===== src/rtl/cache_line_fill.sv =====
// Cache line refill assembler: critical-word-first wrap-around fill from a
// valid/ready memory stream, plus single-word store hits while idle.
module cache_line_fill #(
    parameter int WORD_W = 32,
    parameter int NWORDS = 8
) (
    input  logic                     clk,
    input  logic                     rst_n,
    input  logic                     fill_start,
    input  logic [2:0]               fill_sel,
    input  logic                     mem_valid,
    input  logic [WORD_W-1:0]        mem_data,
    output logic                     mem_ready,
    input  logic                     wr_en,
    input  logic [2:0]               wr_sel,
    input  logic [WORD_W-1:0]        wr_data,
    output logic                     wr_accept,
    output logic [NWORDS*WORD_W-1:0] line_out,
    output logic [NWORDS-1:0]        word_valid,
    output logic                     crit_valid,
    output logic [WORD_W-1:0]        crit_data,
    output logic                     busy,
    output logic                     fill_done
);

    typedef enum logic [1:0] {
        IDLE = 2'd0,
        FILL = 2'd1,
        DONE = 2'd2
    } state_t;

    state_t              state_q, state_d;
    logic [2:0]          idx_q, idx_d;
    logic [2:0]          cnt_q, cnt_d;
    logic [WORD_W-1:0]   line_q [NWORDS];
    logic [WORD_W-1:0]   line_d [NWORDS];
    logic [NWORDS-1:0]   wv_q, wv_d;
    logic                crit_valid_q, crit_valid_d;
    logic [WORD_W-1:0]   crit_data_q, crit_data_d;

    always_ff @(posedge clk or negedge rst_n) begin
        if (!rst_n) begin
            state_q      <= IDLE;
            idx_q        <= '0;
            cnt_q        <= '0;
            wv_q         <= '0;
            crit_valid_q <= 1'b0;
            crit_data_q  <= '0;
            for (int k = 0; k < NWORDS; k++) begin
                line_q[k] <= '0;
            end
        end else begin
            state_q      <= state_d;
            idx_q        <= idx_d;
            cnt_q        <= cnt_d;
            wv_q         <= wv_d;
            crit_valid_q <= crit_valid_d;
            crit_data_q  <= crit_data_d;
            for (int k = 0; k < NWORDS; k++) begin
                line_q[k] <= line_d[k];
            end
        end
    end

    always_comb begin
        state_d      = state_q;
        idx_d        = idx_q;
        cnt_d        = cnt_q;
        wv_d         = wv_q;
        crit_valid_d = 1'b0;
        crit_data_d  = crit_data_q;
        for (int k = 0; k < NWORDS; k++) begin
            line_d[k] = line_q[k];
        end

        unique case (state_q)
            IDLE: begin
                // A refill request takes priority over a coincident store.
                if (fill_start) begin
                    state_d = FILL;
                    idx_d   = fill_sel;
                    cnt_d   = 3'd0;
                    wv_d    = '0;
                end else if (wr_en) begin
                    line_d[wr_sel] = wr_data;
                    wv_d[wr_sel]   = 1'b1;
                end
            end
            FILL: begin
                if (mem_valid) begin
                    line_d[idx_q] = mem_data;
                    wv_d[idx_q]   = 1'b1;
                    idx_d         = idx_q + 3'd1;
                    cnt_d         = cnt_q + 3'd1;
                    if (cnt_q == 3'd0) begin
                        crit_valid_d = 1'b1;
                        crit_data_d  = mem_data;
                    end
                    if (cnt_q == 3'd7) begin
                        state_d = DONE;
                    end
                end
            end
            DONE: begin
                state_d = IDLE;
            end
            default: begin
                state_d = IDLE;
            end
        endcase
    end

    assign busy       = (state_q != IDLE);
    assign mem_ready  = (state_q == FILL);
    assign fill_done  = (state_q == DONE);
    assign wr_accept  = (state_q == IDLE) & ~fill_start;
    assign word_valid = wv_q;
    assign crit_valid = crit_valid_q;
    assign crit_data  = crit_data_q;

    for (genvar k = 0; k < NWORDS; k++) begin : g_line
        assign line_out[k*WORD_W +: WORD_W] = line_q[k];
    end

endmodule


===== config.mk =====
export PLATFORM = sky130hd
export DESIGN_NAME = cache_line_fill
export DESIGN_NICKNAME = d
export VERILOG_FILES = /design/src/rtl/cache_line_fill.sv
export SDC_FILE = /design/constraint.sdc
export NUM_CORES = 1
export LEC_CHECK = 0
export BUFFER_PORTS_ARGS = -buffer_cell sky130_fd_sc_hd__buf_2
export CORE_ASPECT_RATIO = 0.6
export CORE_MARGIN = 1.5
export CORE_UTILIZATION = 35
export CTS_BUF_LIST = sky130_fd_sc_hd__clkbuf_4 sky130_fd_sc_hd__clkbuf_8
export DETAILED_ROUTE_END_ITERATION = 10
export MAX_ROUTING_LAYER = met4
export PLACE_DENSITY = 0.57
export SYNTH_ARGS = -nofsm -noshare
export SYNTH_HDL_FRONTEND = slang
export SYNTH_SLANG_ARGS = --single-unit
export TNS_END_PERCENT = 20

===== constraint.sdc =====
create_clock -name clk -period 2.9 [get_ports clk]
set_clock_uncertainty 0.15 [all_clocks]
set_input_delay 0.145 -clock clk [delete_from_list [all_inputs] [get_ports clk]]
set_output_delay 0.145 -clock clk [all_outputs]
set_load 0.005 [all_outputs]

==> results of run 1 <==
==> power by group <==
group          internal, mW  leakage, nW  switching (mW)
Combinational          4.18         3.49            4.49
Sequential             6.21         3.82            1.38
Clock                  2.05        0.513            1.78
Total                  12.4         7.82            7.65
==> per-stage QoR <==
step                hold WS, ns  total power, mW  util (%)
detailed placement      -0.0129             16.1      41.2
global route             0.0607             21.1      45.8
CTS                      0.0347             20.2      45.8
global placement        -0.0168             15.9      41.2
floorplan                -0.301             12.2         -
finish                   0.0585             20.1      45.8
==> Yosys cell counts (2+ instances only) <==
cell type	number	share of area (%)
nor4_4	3	0.44
buf_4	2	0.10
a22oi_1	256	13
mux2_2	32	2.5
nor2_1	4	0.10
a21o_1	2	0.10
buf_1	14	0.36
buf_6	24	1.9
a21oi_1	15	0.52
nor4b_4	3	0.49
nand3_1	3	0.10
clkbuf_1	86	2.2
nor4bb_1	2	0.14
inv_1	12	0.31
ha_1	4	0.34
nor2_2	3	0.13
o21bai_1	2	0.10
nor2_4	2	0.15
o2bb2ai_2	108	11
o21ai_4	8	0.90
buf_2	51	1.8
o2bb2ai_1	148	8.9
o21ai_0	11	0.38
nand2b_1	4	0.17
dfrtp_1	305	53
or3b_1	2	0.12
nand2_1	4	0.10
==> final cells by class <==
class	instances	area share, %
clock inverters	2	0.0738
well taps	560	3.76
flip-flops and latches	305	40.9
clock buffers	76	5.07
multi-input cells	629	32.2
diodes	2	0.0268
inverters	12	0.242
repair buffers	515	17.6
==> critical path, delay by kind of cell, from the launching register on <==
family / cells / cell delay, ns
buffers and inverters: 3 / 1.02
AO/OA/AOI/OAI: 2 / 0.24
flip-flops: 1 / 0.37
AND/OR/NAND/NOR: 2 / 0.88
==> layout by cell type, fill, tap and decap left out, types with 16 or more instances in the layout <==
cell,netlist,routed
buf_4,2,43
o2bb2ai_1,148,148
clkbuf_4,0,16
dfrtp_1,305,305
clkbuf_8,0,60
mux2_2,32,32
o2bb2ai_2,108,108
buf_2,51,374
a22oi_1,256,256
dlygate4sd3_1,0,85
==> what timing repair did <==
item                                    in CTS  in global routing
endpoints found under the setup margin       0                  2
hold endpoints to repair                   608                  0
gates resized for setup                      0                  2
hold buffers                                86                  0
==> cell families after synthesis <==
family	count (synthesis)	synth area share, %
and+or+nand+nor	39	2.48
muxes	33	2.55
buffers and inverters	190	6.64
AOI/OAI and AO/OA	553	35.5
DFF	305	52.5
adders and majority gates	4	0.344
==> registers in the layout, summed over array words and instances (netlist names) <==
signal	flops
state_q	2
crit_valid	1
cnt_q	3
idx_q	3
word_valid	8
line_out	256
crit_data	32
==> per-layer routing <==
metal  vias up  wire length [microns]
li1       5192                      -
met1      6381                  25500
met2       704                  25800
met3       113                   5640
met4         0                   1810
met5         -                      0
==> final timing paths <==
| kind | slack [ns] | depth (start not counted) | end | start |
|---|---|---|---|---|
| hold reg to reg | 0.34 | 1 | line_out[116]$_DFFE_PN0P_ | line_out[116]$_DFFE_PN0P_ |
| setup reg to reg | 0.13 | 7 | line_out[208]$_DFFE_PN0P_ | state_q[1]$_DFFE_PN0P_ |
| setup / recovery | 0.13 | 7 | line_out[208]$_DFFE_PN0P_ | state_q[1]$_DFFE_PN0P_ |
| max in group asynchronous | 1.98 | 3 | line_out[95]$_DFFE_PN0P_ | rst_n |
| hold / removal | 0.06 | 3 | line_out[68]$_DFFE_PN0P_ | rst_n |
| min in group clk | 0.21 | 5 | line_out[64]$_DFFE_PN0P_ | wr_sel[2] |
==> impl_metrics.tcl, run 1 <==
set metrics [dict create \
    synth_cell_types 41 \
    areaGrowthSynthToFinish_pct 28.3 \
    path_max_fanout 22 \
    path_cells "buf_4 -> or3b_1 -> nor2_4 -> buf_12 -> a22oi_1 -> dlygate4sd3_1 -> o2bb2ai_1" \
    hold_viol 0 \
    h-tree-depth 2 \
    relSlewSlack_pct 20.6 \
    multi_input_area_sq_mm 0.00601 \
    cts_num_sinks 305 \
    layout-drive-gt1-share_pct 44.0 \
    grt.met1_usage_pct 37.7 \
    regArea_sq_mm 0.00763 \
    cp-end-kind "flop" \
    synth.avg_cell_area_sq_um 12.9 \
    synth-seq-cells 305 \
    async_flop_share_pct 100 \
    period_needed_ns 2.77 \
    stdcell_count 2101 \
    wire_per_inst_microns 28.0 \
    setup-tns-final_ns 0 \
    final_nets 1590 \
    grt_max_degree 72 \
    fill_cells 3728 \
    vias 12400 \
    dp.cells 1935 \
    power_density_mw_per_mm2 1080 \
    insertion_delay_ns 0.58 \
    grt_first_pass_wirelength_microns 85300 \
    firstDrtPassIters 6 \
    grt_pass1_vias 12300 \
    ys_warn_count 0 \
    antenna_left 0 \
    grtUsageTotal_pct 27.7 \
    power.leakage_nw 7.82 \
    path_clk_slew_ns 0.07 \
    dieArea_sq_mm 0.0428 \
    setup_slack_ns 0.134 \
    io_buffers 375 \
    drc_errors 0 \
    cts_buffer_depth 3 \
    syn_nets 1203 \
    num_rows 57 \
    ir_drop_uv 369 \
    core_area_sq_mm 0.0407 \
    postSynthCellCount 1124 \
    busiest_layer "met2" \
    initial_core_util_pct 35.7 \
    die_y_microns 161 \
    finalSetupViolations 0 \
    cts_made_buffers 48 \
    crit_slowest_cell "dlygate4sd3_1" \
    status "finished clean" \
    gp_congestion 0.840 \
    use_met3_pct 7.68 \
    initialDrtViolationCount 1411 \
    synth_area_sq_mm 0.0145 \
    worstPathRequired_ns 3.27 \
    dp_hpwl_microns 38000 \
    finalCritPeriodShare_pct 95.4 \
    crit_type "reg2reg" \
    drt-total-wl_microns 58700 \
    post_cts_buffers 0 \
    design.portCount 376 \
    finish.instance_area_sq_mm 0.0186 \
    worst_slew_pin_slew_ns 1.19 \
    ys_seq_area_share_pct 52.5 \
    cts_root_buf "clkbuf_8" \
    vias_per_cell 5.90 \
    crit_path_max_incr_delay_ns 0.59 \
    placed_area_sq_mm 0.0168 \
    gr-total-overflow 0 \
    cts_tree "built" \
    ys.flop_type "dfrtp_1" \
    synth_edf_count 0 \
    worstSetupStartpointType "flop" \
    post-place-ws_ns 0.506 \
    critPathArrivalTime_ns 3.13 \
    grt_use_met2_pct 39.9 \
    antenna_found_initial 2 \
    fmaxAchievable_mhz 362 \
    drv_cap 0 \
    die_w_microns 266 \
    rsz0062_at_grt "false" \
    hold_path.class "in2async" \
    final_max_slew_viol_count 0 \
]
Power figures use the tool's default switching activity.
==> run 2: changes to the inputs <==
- ABC_AREA: unset -> 1
- PLACE_DENSITY: 0.57 -> 0.56
- RECOVER_POWER: unset -> 50
==> run 2 against run 1 <==
  * The run now ends with capacitance limit, slew limit left
  * Sequential power is 4.5% lower
  * Cell area is 5.2% higher
  * Maximum frequency is 11% higher
  * Combinational power is 5.9% lower
==> impl_metrics.tcl, run 2 <==
set metrics [dict create \
    status "finished with violations" \
    violations "capacitance limit, slew limit" \
    setup_slack_ns 0.412 \
    ctsResizeCount 0 \
    wire_per_inst_microns 20.3 \
    initialDrtViolationCount 1624 \
    dieArea_sq_mm 0.0453 \
    critPathArrivalTime_ns 2.85 \
    rsz0062_at_grt "false" \
    grt_max_degree 74 \
    worstPathRequired_ns 3.26 \
    largest_reg_flops 256 \
    post-place-ws_ns 0.450 \
    core_area_sq_mm 0.0434 \
    cts_buffer_depth 3 \
    worstSetupStartpointType "flop" \
    ys_seq_area_share_pct 49.5 \
    path_max_fanout 32 \
    hold_path.class "in2reg" \
    vias 16000 \
    syn_nets 2256 \
    synth_cell_types 26 \
    ys.flop_type "dfrtp_1" \
    period_needed_ns 2.49 \
    postSynthCellCount 2177 \
    vias_per_cell 4.98 \
    cts_made_buffers 50 \
    num_rows 59 \
    hold_path_end "state_q[1]$_DFFE_PN0P_" \
    synth_area_sq_mm 0.0154 \
    synth.avg_cell_area_sq_um 7.08 \
    drv_cap 1 \
    grtUsageTotal_pct 29.1 \
    final_nets 2674 \
    drc_errors 0 \
    dp_hpwl_microns 44900 \
    cts_tree "built" \
    post_cts_buffers 0 \
    met1Wirelength_microns 29300 \
    reg2reg_to "line_out[192]$_DFFE_PN0P_" \
    total_power_mw 19.7 \
    fill_cells 4519 \
    relSlewSlack_pct -47.2 \
    cts_num_sinks 305 \
    async_flop_share_pct 100 \
    synth-seq-cells 305 \
    final_util_pct 45.2 \
    ys_warn_count 0 \
    ir_drop_uv 456 \
    gp_congestion 0.940 \
    grt_pass1_vias 15100 \
    antenna_left 0 \
    whs_path_depth 4 \
    route.met2.wl_microns 27900 \
    insertion_delay_ns 0.61 \
    dp.cells 3047 \
    io_buffers 375 \
    design.portCount 376 \
    areaGrowthSynthToFinish_pct 27.3 \
    antenna_found_initial 1 \
    cp-end-kind "flop" \
    top_layer_used "met4" \
    crit_type "reg2reg" \
    setup-tns-final_ns 0 \
    r2r_slack_ns 0.41 \
    gr-total-overflow 0 \
    hold_slack_ns 0.224 \
    synthMostInstantiatedCell "nand2_1" \
    synth_top_area_share_pct 49.5 \
    reg2reg_depth 9 \
    die_y_microns 166 \
    cts_root_buf "clkbuf_8" \
    path_clk_slew_ns 0.07 \
    stdcell_count 3213 \
    finish.instance_area_sq_mm 0.0196 \
    grt_first_pass_wirelength_microns 95300 \
    firstDrtPassIters 5 \
    drt-total-wl_microns 65200 \
    final_max_slew_viol_count 71 \
    hold_buffers 75 \
    final_common_cell "nand2_1" \
    initial_core_util_pct 35.5 \
    wl_met3_microns 6290 \
    power_density_mw_per_mm2 1000 \
    h-tree-depth 2 \
    synth_common_cells "1289 x nand2_1, 305 x dfrtp_1, 241 x o21ai_0, 88 x inv_1, 51 x clkbuf_1" \
    finalSetupViolations 0 \
    placed_area_sq_mm 0.0178 \
    fmaxAchievable_mhz 402 \
    worst_slew_pin_slew_ns 2.21 \
    finalCritPeriodShare_pct 85.8 \
    synth_top_cell_by_area "dfrtp_1" \
    power.leakage_nw 11.4 \
    die_w_microns 274 \
    layout-drive-gt1-share_pct 18.5 \
    final_cell_mix "1289 x nand2_1, 305 x dfrtp_1, 297 x buf_2, 241 x o21ai_0, 88 x inv_1" \
    r2r_start "state_q[1]$_DFFE_PN0P_" \
    hold_viol 0 \
    synth_edf_count 0 \
    synthTopCellsByArea "dfrtp_1 50%, nand2_1 31%, o21ai_0 7.8%" \
    worstHoldStart "mem_valid" \
]
==> run 2: layer usage <==
metal	up-vias	track usage, %
met5	-	-
met4	0	8.97
met3	107	7.76
met1	7608	40.2
met2	760	41.3
li1	7540	-
==> run 2: final cells by class <==
cell class	count	area, sq um	share of cell area (%)
diodes	1	2.50	0.0128
multi-input cells	1652	6860	35.0
flip-flops and latches	305	7630	38.9
clock buffers	83	1060	5.41
repair buffers	488	2900	14.8
clock inverters	7	68.8	0.351
well taps	579	724	3.69
inverters	98	370	1.89
==> run 2: how the worst max path moves through the flow <==
stage                                 startpoint                   endpoint  slack (ns)  cells after the start
after floorplan           state_q[0]$_DFFE_PN0P_  line_out[100]$_DFFE_PN0P_        1.27                     10
after global placement    state_q[1]$_DFFE_PN0P_  line_out[194]$_DFFE_PN0P_        0.49                      9
after detailed placement  state_q[1]$_DFFE_PN0P_  line_out[192]$_DFFE_PN0P_        0.45                      9
after CTS                 state_q[1]$_DFFE_PN0P_  line_out[192]$_DFFE_PN0P_        0.41                      9
after global routing                       rst_n  line_out[125]$_DFFE_PN0P_        0.20                      3
final                     state_q[1]$_DFFE_PN0P_  line_out[192]$_DFFE_PN0P_        0.41                      9
==> run 2: kinds of logic after synthesis <==
family | count (synthesis) | share of synthesized area (%)
simple gates | 1378 | 34.9
flops | 305 | 49.5
compound gates | 270 | 8.79
buf+inv | 220 | 6.43
fa+ha+maj | 4 | 0.325
==> run 2: critical path: stages, from the launching register on <==
cell and delay (ns):
dfrtp_1 0.43, inv_2 0.09, nand2_2 0.25, buf_4 0.22
nand2_1 0.09, nand2_1 0.10, nand2_2 0.20, inv_2 0.62
nand2_1 0.13, nand2_1 0.09
==> run 2: report_power, final <==
group,internal (mW),leakage [nW],total (mW),switching (mW)
logic,2.64,6.67,8.15,5.51
clock network,2.39,0.599,4.31,1.91
registers,6.00,4.13,7.25,1.25
total,11.0,11.4,19.7,8.68
